$ cat src/rtl/loss_gradient_stage.sv
// loss_gradient_stage: serial per-output error gradient (prediction - target) plus batch mean squared error.
// Latency: out_valid rises output_units cycles after the accept edge; best throughput one vector per output_units+2 cycles.
// Backpressure: result is held in OUTPUT while out_ready is low; in_ready stays low until the result is taken.
// Optional feature macro: LOSS_GRADIENT_CLIP_EN clamps each gradient element to [-1.0, +1.0].

// Signed fixed point Q8.8 with saturating add/sub and a truncating (floor) multiply.
package fixed_point_pkg;
  localparam int SFP_W    = 16;
  localparam int SFP_FRAC = 8;
  typedef logic signed [SFP_W-1:0] sfp_t;
  localparam sfp_t SFP_MAX     = 16'sh7FFF;
  localparam sfp_t SFP_MIN     = 16'sh8000;
  localparam sfp_t SFP_ONE     = 16'sh0100;
  localparam sfp_t SFP_NEG_ONE = -16'sh0100;

  function automatic sfp_t sfp_sat(input logic signed [31:0] v);
    if (v > 32'sd32767) return SFP_MAX;
    else if (v < -32'sd32768) return SFP_MIN;
    else return sfp_t'(v[15:0]);
  endfunction

  function automatic sfp_t sfp_add(input sfp_t a, input sfp_t b);
    return sfp_sat(32'(a) + 32'(b));
  endfunction

  function automatic sfp_t sfp_sub(input sfp_t a, input sfp_t b);
    return sfp_sat(32'(a) - 32'(b));
  endfunction

  function automatic sfp_t sfp_mul(input sfp_t a, input sfp_t b);
    logic signed [31:0] p;
    p = 32'(a) * 32'(b);
    return sfp_sat(p >>> SFP_FRAC);
  endfunction
endpackage

module loss_gradient_stage
  import fixed_point_pkg::*;
#(
  parameter int output_units = 2,
  parameter int batch_size   = 4
) (
  input  logic                              clk,
  input  logic                              rst_n,
  input  logic                              in_valid,
  output logic                              in_ready,
  input  sfp_t [output_units-1:0]           predictions,
  input  sfp_t [output_units-1:0]           targets,
  input  logic                              clear_loss,
  output logic                              out_valid,
  input  logic                              out_ready,
  output sfp_t [output_units-1:0]           error_gradient,
  output logic                              loss_valid,
  output sfp_t                              loss,
  output logic [$clog2(batch_size+1)-1:0]   batch_count
);

  localparam int IDX_W = (output_units > 1) ? $clog2(output_units) : 1;
  localparam int BC_W  = $clog2(batch_size + 1);
  localparam int SHIFT = $clog2(batch_size);
  localparam logic [IDX_W-1:0] LAST_IDX = IDX_W'(output_units - 1);
  localparam logic [BC_W-1:0]  BC_LAST  = BC_W'(batch_size - 1);

  typedef enum logic [1:0] {IDLE, COMPUTE, OUTPUT} state_t;

  state_t           state;
  logic [IDX_W-1:0] idx;
  sfp_t             acc;
  sfp_t             pred_q [output_units];
  sfp_t             tgt_q  [output_units];
  sfp_t             d;
  sfp_t             d_sq;
  sfp_t             grad;

  // Difference and its square for the element currently addressed by idx.
  assign d    = sfp_sub(pred_q[idx], tgt_q[idx]);
  assign d_sq = sfp_mul(d, d);

`ifdef LOSS_GRADIENT_CLIP_EN
  // Clamp only the presented gradient; the loss still sees the raw difference.
  assign grad = (d > SFP_ONE) ? SFP_ONE : ((d < SFP_NEG_ONE) ? SFP_NEG_ONE : d);
`else
  assign grad = d;
`endif

  // Capture, serial compute, output hold, and batch loss bookkeeping; clear_loss overrides acc/batch_count last.
  always_ff @(posedge clk or negedge rst_n) begin
    if (!rst_n) begin
      state          <= IDLE;
      idx            <= '0;
      acc            <= '0;
      in_ready       <= 1'b1;
      out_valid      <= 1'b0;
      loss_valid     <= 1'b0;
      error_gradient <= '0;
      loss           <= '0;
      batch_count    <= '0;
      for (int i = 0; i < output_units; i++) begin
        pred_q[i] <= '0;
        tgt_q[i]  <= '0;
      end
    end else begin
      loss_valid <= 1'b0;
      case (state)
        IDLE: begin
          if (in_valid && in_ready) begin
            for (int i = 0; i < output_units; i++) begin
              pred_q[i] <= predictions[i];
              tgt_q[i]  <= targets[i];
            end
            idx      <= '0;
            in_ready <= 1'b0;
            state    <= COMPUTE;
          end
        end
        COMPUTE: begin
          error_gradient[idx] <= grad;
          acc                 <= sfp_add(acc, d_sq);
          if (idx == LAST_IDX) begin
            out_valid <= 1'b1;
            state     <= OUTPUT;
          end else begin
            idx <= idx + 1'b1;
          end
        end
        OUTPUT: begin
          if (out_ready) begin
            out_valid <= 1'b0;
            in_ready  <= 1'b1;
            state     <= IDLE;
            // A clear on the completing handshake suppresses the report entirely.
            if ((batch_count == BC_LAST) && !clear_loss) begin
              loss        <= acc >>> SHIFT;
              acc         <= '0;
              batch_count <= '0;
              loss_valid  <= 1'b1;
            end else begin
              batch_count <= batch_count + 1'b1;
            end
          end
        end
        default: state <= IDLE;
      endcase
      if (clear_loss) begin
        acc         <= '0;
        batch_count <= '0;
      end
    end
  end

endmodule

$ cat config.mk
export PLATFORM = sky130hd
export DESIGN_NAME = loss_gradient_stage
export DESIGN_NICKNAME = d
export VERILOG_FILES = /design/src/rtl/loss_gradient_stage.sv
export SDC_FILE = /design/constraint.sdc
export NUM_CORES = 1
export LEC_CHECK = 0
export CAP_MARGIN = 40
export CORE_MARGIN = 1
export CORE_UTILIZATION = 55
export CTS_CLUSTER_SIZE = 40
export DETAILED_ROUTE_END_ITERATION = 16
export PLACE_DENSITY = 0.76
export SLEW_MARGIN = 20
export SYNTH_ARGS = -nofsm -noshare
export SYNTH_HDL_FRONTEND = slang
export SYNTH_SLANG_ARGS = --single-unit
$ cat constraint.sdc
create_clock -name clk -period 40.1 [get_ports clk]
set_clock_uncertainty 0.2 [all_clocks]
set_input_delay 8.02 -clock clk [delete_from_list [all_inputs] [get_ports clk]]
set_output_delay 8.02 -clock clk [all_outputs]
set_load 0.05 [all_outputs]
==> results of run 1 <==
-- sequential cells by signal (all words and copies together), names as in the netlist --
| name | flops |
|---|---|
| error_gradient | 32 |
| pred_q | 32 |
| tgt_q | 32 |
| acc | 16 |
| loss | 14 |
| batch_count | 3 |
| state | 2 |
| idx | 1 |
| in_ready | 1 |
| loss_valid | 1 |
| out_valid | 1 |
-- worst reg2reg max path, delay by kind of cell, from the launching register on --
| kind | cells | cell delay, ns |
|---|---|---|
| AO/OA/AOI/OAI | 21 | 5.01 |
| adder cells (fa/ha/maj) | 11 | 4.53 |
| AND/OR/NAND/NOR | 9 | 2.47 |
| buffers and inverters | 11 | 2.22 |
| multiplexers | 1 | 0.43 |
| flip-flops | 1 | 0.36 |
-- path summary, 6_finish.rpt --
check                                     end  slack (ns)  cells after the start
setup reg to reg                       acc[9]       24.78                     53
max in group asynchronous  error_gradient[25]       31.34                      3
hold / removal             error_gradient[20]        0.28                      2
min in group asynchronous             loss[3]        7.36                      1
hold reg to reg            error_gradient[20]        0.28                      2
setup / recovery                       acc[9]       24.78                     53
-- metal layers --
layer	wire length (um)	GRT usage [%]	vias to the layer above
met5	0	0	-
met4	1436	10.82	0
met3	2790	6.255	82
met2	19580	47.99	397
met1	17370	39.21	6060
li1	-	-	5750
-- stage by stage --
| step | hold WS [ns] | instance area, um^2 |
|---|---|---|
| after floorplan | 0.2563 | 16350 |
| after global placement | 0.2572 | 17910 |
| after detailed placement | 0.2701 | 17980 |
| after CTS | 0.2824 | 18590 |
| after global routing | 0.3003 | 18600 |
| final | 0.2803 | 18600 |
-- cell type report --
class / count / area, um^2
multi-input cells: 1205 / 11410
fillers: 2327 / 10340
flip-flops and latches: 135 / 3379
repair buffers: 137 / 1370
inverters: 360 / 1351
well taps: 384 / 480.5
clock buffers: 20 / 466.7
clock inverters: 12 / 141.4
-- cell families (layout without fill, tap and decap cells) --
logic type | count (synthesis) | after routing | share of synthesized area (%)
xor+xnor | 66 | 66 | 3.536
compound gates | 265 | 265 | 10.58
simple gates | 417 | 417 | 10.86
buf+inv | 411 | 529 | 9.567
mux | 102 | 102 | 6.934
fa+ha+maj | 355 | 355 | 37.85
flops | 135 | 135 | 20.67
-- layout by cell type (no fill, tap or decap), drive strengths merged, types with 11 or more instances in the layout --
| cell | n |
|---|---|
| clkdlybuf4s50 | 121 |
| dfrtp | 134 |
| fa | 233 |
| clkbuf | 21 |
| a211oi | 11 |
| xor2 | 18 |
| a21o | 28 |
| nand2b | 13 |
| nand2 | 208 |
| inv | 357 |
| o21ai | 79 |
| xnor2 | 48 |
| nor2 | 119 |
| clkinv | 11 |
| mux2 | 80 |
| mux2i | 22 |
| buf | 15 |
| nor3 | 12 |
| a21oi | 83 |
| ha | 121 |
| nand3 | 17 |
==> impl_metrics.py, run 1 <==
metrics = {
    "placed_design": {
        "dp_hpwl_um": 34340,
        "placed_cells": 2220,
        "dp_slack_ns": 24.92,
        "port-buffer-count": 122,
        "gp_congestion": 0.9778,
    },
    "critical_path": {
        "critPathKind": "reg -> reg",
        "r2r-start": "idx",
        "path_delay_family": "compound AO/OA/AOI/OAI gates",
        "critPathLaunchType": "register",
        "cp_max_fo": 33,
        "critPathArrivalTime_ns": 15.46,
        "slowest_stage": "o41a_1",
        "cp-startpoint": "idx",
        "critical-path-max-stage-delay_ns": 0.71,
        "cp_common_cell": "fa_1",
        "path_buf_inv": 11,
        "end_kind": "register",
        "crit_required_ns": 40.25,
    },
    "drt": {
        "routedWlPerCell_um": 18.28,
        "drtIter0Drc": 954,
        "drt_pass1_iterations": 8,
        "num_vias": 12290,
        "vias_per_cell": 5.455,
        "ant_nets": 0,
        "routed_wirelength_um": 41180,
        "drc": 0,
    },
    "clock_tree": {
        "hold_buffers": 0,
        "clockRootBuffer": "clkbuf_16",
        "cts_max_path_buffers": 2,
        "cts_resized": 0,
        "cts_tree": "done",
        "cts.sinks": 135,
        "cts_buffers": 17,
        "cts_setup_buffers": 0,
        "clkLatencyLatePin_ns": 0.43,
        "clkTransAtPathRegs_ns": 0.06,
        "htree_levels": 4,
    },
    "sta": {
        "fin_setup_tns_ns": 0,
        "setup_viol": 0,
        "rsz0062_at_grt": "no",
        "period_minus_slack_ns": 15.32,
        "hold_viol": 0,
        "slew_headroom_pct": 41.06,
        "post-route-period-util_pct": 38.20,
        "fmax_mhz": 65.29,
        "worst_slew_pin_slew_ns": 0.8809,
        "setup_slack_ns": 24.78,
        "final_max_slew_viol_count": 0,
    },
    "synth": {
        "synth_edf_count": 0,
        "synth_commonest_cells": "inv_1, fa_1, nand2_1",
        "synth_warnings": 0,
        "avgSynthCellArea_um2": 9.336,
        "syn_area_um2": 16350,
        "synth.distinct_cells": 70,
        "yosysTopAreaCell": "fa_1",
        "synthMostInstantiatedCell": "inv_1",
        "async_flop_share_pct": 100.0,
        "synth_cells": 1751,
        "synth_top_cells_by_area": "fa_1, dfrtp_1, ha_1",
        "synth_seq_area_share_pct": 20.67,
        "synth_fp_nets": 2174,
        "synth_ff_type": "dfrtp_1",
        "synth_top_area_share_pct": 28.53,
        "synth_seq_cells": 135,
    },
    "cells_and_area": {
        "final_core_utilization_pct": 64.28,
        "fin_cells": 2253,
        "antenna_cells": 0,
        "drive_above_1_share_pct": 8.668,
        "area_growth_pct": 13.77,
        "fin_nets": 2279,
    },
    "global_route": {
        "grt_pass1_wl_um": 69570,
        "antenna_found_initial": 0,
        "grt_pass1_vias": 13140,
        "grt_max_degree": 66,
        "gr-usage-all-layers_pct": 29.61,
        "overflow": 0,
    },
    "run_status": {
        "outcome": "finished, final reports clean",
    },
    "die": {
        "chipHeight_um": 174.4,
        "die_w_um": 174.4,
        "io_pins": 123,
        "core_um2": 28940,
        "start_util_pct": 56.50,
        "rows": 62,
        "die_area_um2": 30420,
    },
    "hold_path": {
        "hp-start": "error_gradient[20]",
        "hold_path.class": "reg -> reg",
    },
    "flow_run": {
        "max-cap-violations": 0,
    },
}
Power of run 1 is left out: the tool's default activity adds up to more than one toggle a clock period on the data nets, which glitch-free logic cannot reach.
==> run 2: changes to the inputs <==
Settings changed: PLACE_DENSITY 0.76 to 0.79.
Clock period 40.1 ns to 12.5 ns, I/O delays scaled along.
==> impl_metrics.py, run 2 (synthesized netlist as in run 1, its figures left out) <==
metrics = {
    "drt": {
        "routed_wirelength_um": 43610,
        "ant_nets": 0,
        "num_vias": 12870,
        "routedWlPerCell_um": 18.57,
        "drc": 0,
        "drtIter0Drc": 822,
        "vias_per_cell": 5.481,
        "drt_pass1_iterations": 7,
    },
    "critical_path": {
        "end_kind": "register",
        "path_depth": 54,
        "path_delay_family": "adder cells",
        "rr_worst_depth": 54,
        "critPathLaunchType": "register",
        "path_buf_inv": 11,
        "slowest_stage": "fa_1",
        "critPathKind": "reg -> reg",
        "crit_required_ns": 12.64,
        "critical-path-max-stage-delay_ns": 0.55,
        "cp_max_fo": 6,
        "critPathArrivalTime_ns": 12.34,
    },
    "clock_tree": {
        "cts_max_path_buffers": 2,
        "cts_tree": "done",
        "clockRootBuffer": "clkbuf_16",
        "clkLatencyLatePin_ns": 0.43,
        "cts.sinks": 135,
        "clkTransAtPathRegs_ns": 0.06,
        "cts_buffers": 17,
        "htree_levels": 4,
    },
    "cells_and_area": {
        "layout_common_cells": "inv_1, fa_1, nand2_1",
        "fin_nets": 2374,
        "drive_above_1_share_pct": 17.46,
        "fin_area_um2": 19760,
        "area_growth_pct": 20.87,
        "antenna_cells": 0,
        "layout_commonest_cell": "inv_1",
        "top_regs": "error_gradient x32, pred_q x32, tgt_q x32",
    },
    "sta": {
        "setup_slack_ns": 0.3019,
        "worst_slew_pin_slew_ns": 0.7416,
        "period_minus_slack_ns": 12.20,
        "slew_headroom_pct": 50.56,
        "hold_viol": 0,
        "post-route-period-util_pct": 97.58,
        "final_max_slew_viol_count": 0,
        "fmax_mhz": 81.98,
        "setup_viol": 0,
    },
    "die": {
        "chipHeight_um": 174.4,
        "core_um2": 28940,
        "rows": 62,
        "start_util_pct": 56.50,
        "io_pins": 123,
        "die_w_um": 174.4,
        "die_area_um2": 30420,
    },
    "placed_design": {
        "gp_congestion": 1.033,
        "dpl_cell_area_um2": 18550,
        "dp_slack_ns": -0.1518,
        "port-buffer-count": 122,
        "dp_hpwl_um": 34980,
    },
    "global_route": {
        "grt_max_degree": 62,
        "use_met2_pct": 49.65,
        "grt_pass1_wl_um": 70950,
        "antenna_found_initial": 0,
        "overflow": 0,
        "met3_usage_pct": 6.540,
        "use_met1_pct": 38.76,
        "gr-usage-all-layers_pct": 29.89,
        "grt_pass1_vias": 13650,
        "top_usage_layer": "met2",
    },
    "hold_path": {
        "hold_path.class": "reg -> reg",
        "whs_path_depth": 2,
    },
    "run_status": {
        "outcome": "finished, final reports clean",
    },
    "flow_run": {
        "max-cap-violations": 0,
    },
}
## run 2: worst min-delay path: cells and delay by family, from the launching register on
family | cells | cell delay, ns
compound gates | 1 | 0.06
flops | 1 | 0.34
simple gates | 1 | 0.04
## run 2: per-layer routing
metal,vias up,routed length (um)
met5,-,0
met2,494,21100
met1,6338,17830
met4,0,1528
li1,5935,-
met3,102,3153
## run 2: metrics by stage
step                      util [%]  setup TNS [ns]  hold WS [ns]  std cells
after floorplan                  -               0        0.2563       1751
after global placement       63.92               0        0.2588       2290
after detailed placement     64.11          -1.315        0.2626       2293
after CTS                    66.33               0        0.2833       2330
after global routing         68.29          -2.649        0.2995       2348
final                        68.29               0        0.2766       2348
## run 2: final cells by class
cell class,instances,area (um^2)
tap,384,480.5
clock inverter,13,121.4
sequential,135,3381
inverter,360,1365
clock buffer,19,442.9
fill,2217,9175
multi-input combinational,1205,11820
timing repair buffer,232,2153
## run 2: final timing paths
path | endpoint | from | slack, ns
worst max-delay path | acc[9] | idx | 0.30
worst min-delay path | error_gradient[12] | error_gradient[12] | 0.28
worst max register to register | acc[9] | idx | 0.30
worst min register to register | error_gradient[12] | error_gradient[12] | 0.28
max in group asynchronous | error_gradient[8] | rst_n | 9.22
min in group asynchronous | loss[12] | rst_n | 1.84
## run 2: timing repair
item,in CTS,in global routing
hold buffers,0,0
resized for setup,12,114
endpoints found under the hold margin,0,0
pin swaps,2,33
cloned,0,3
buffers inserted,5,15
setup endpoints to repair,16,16
Power of run 2 is left out for the same reason.
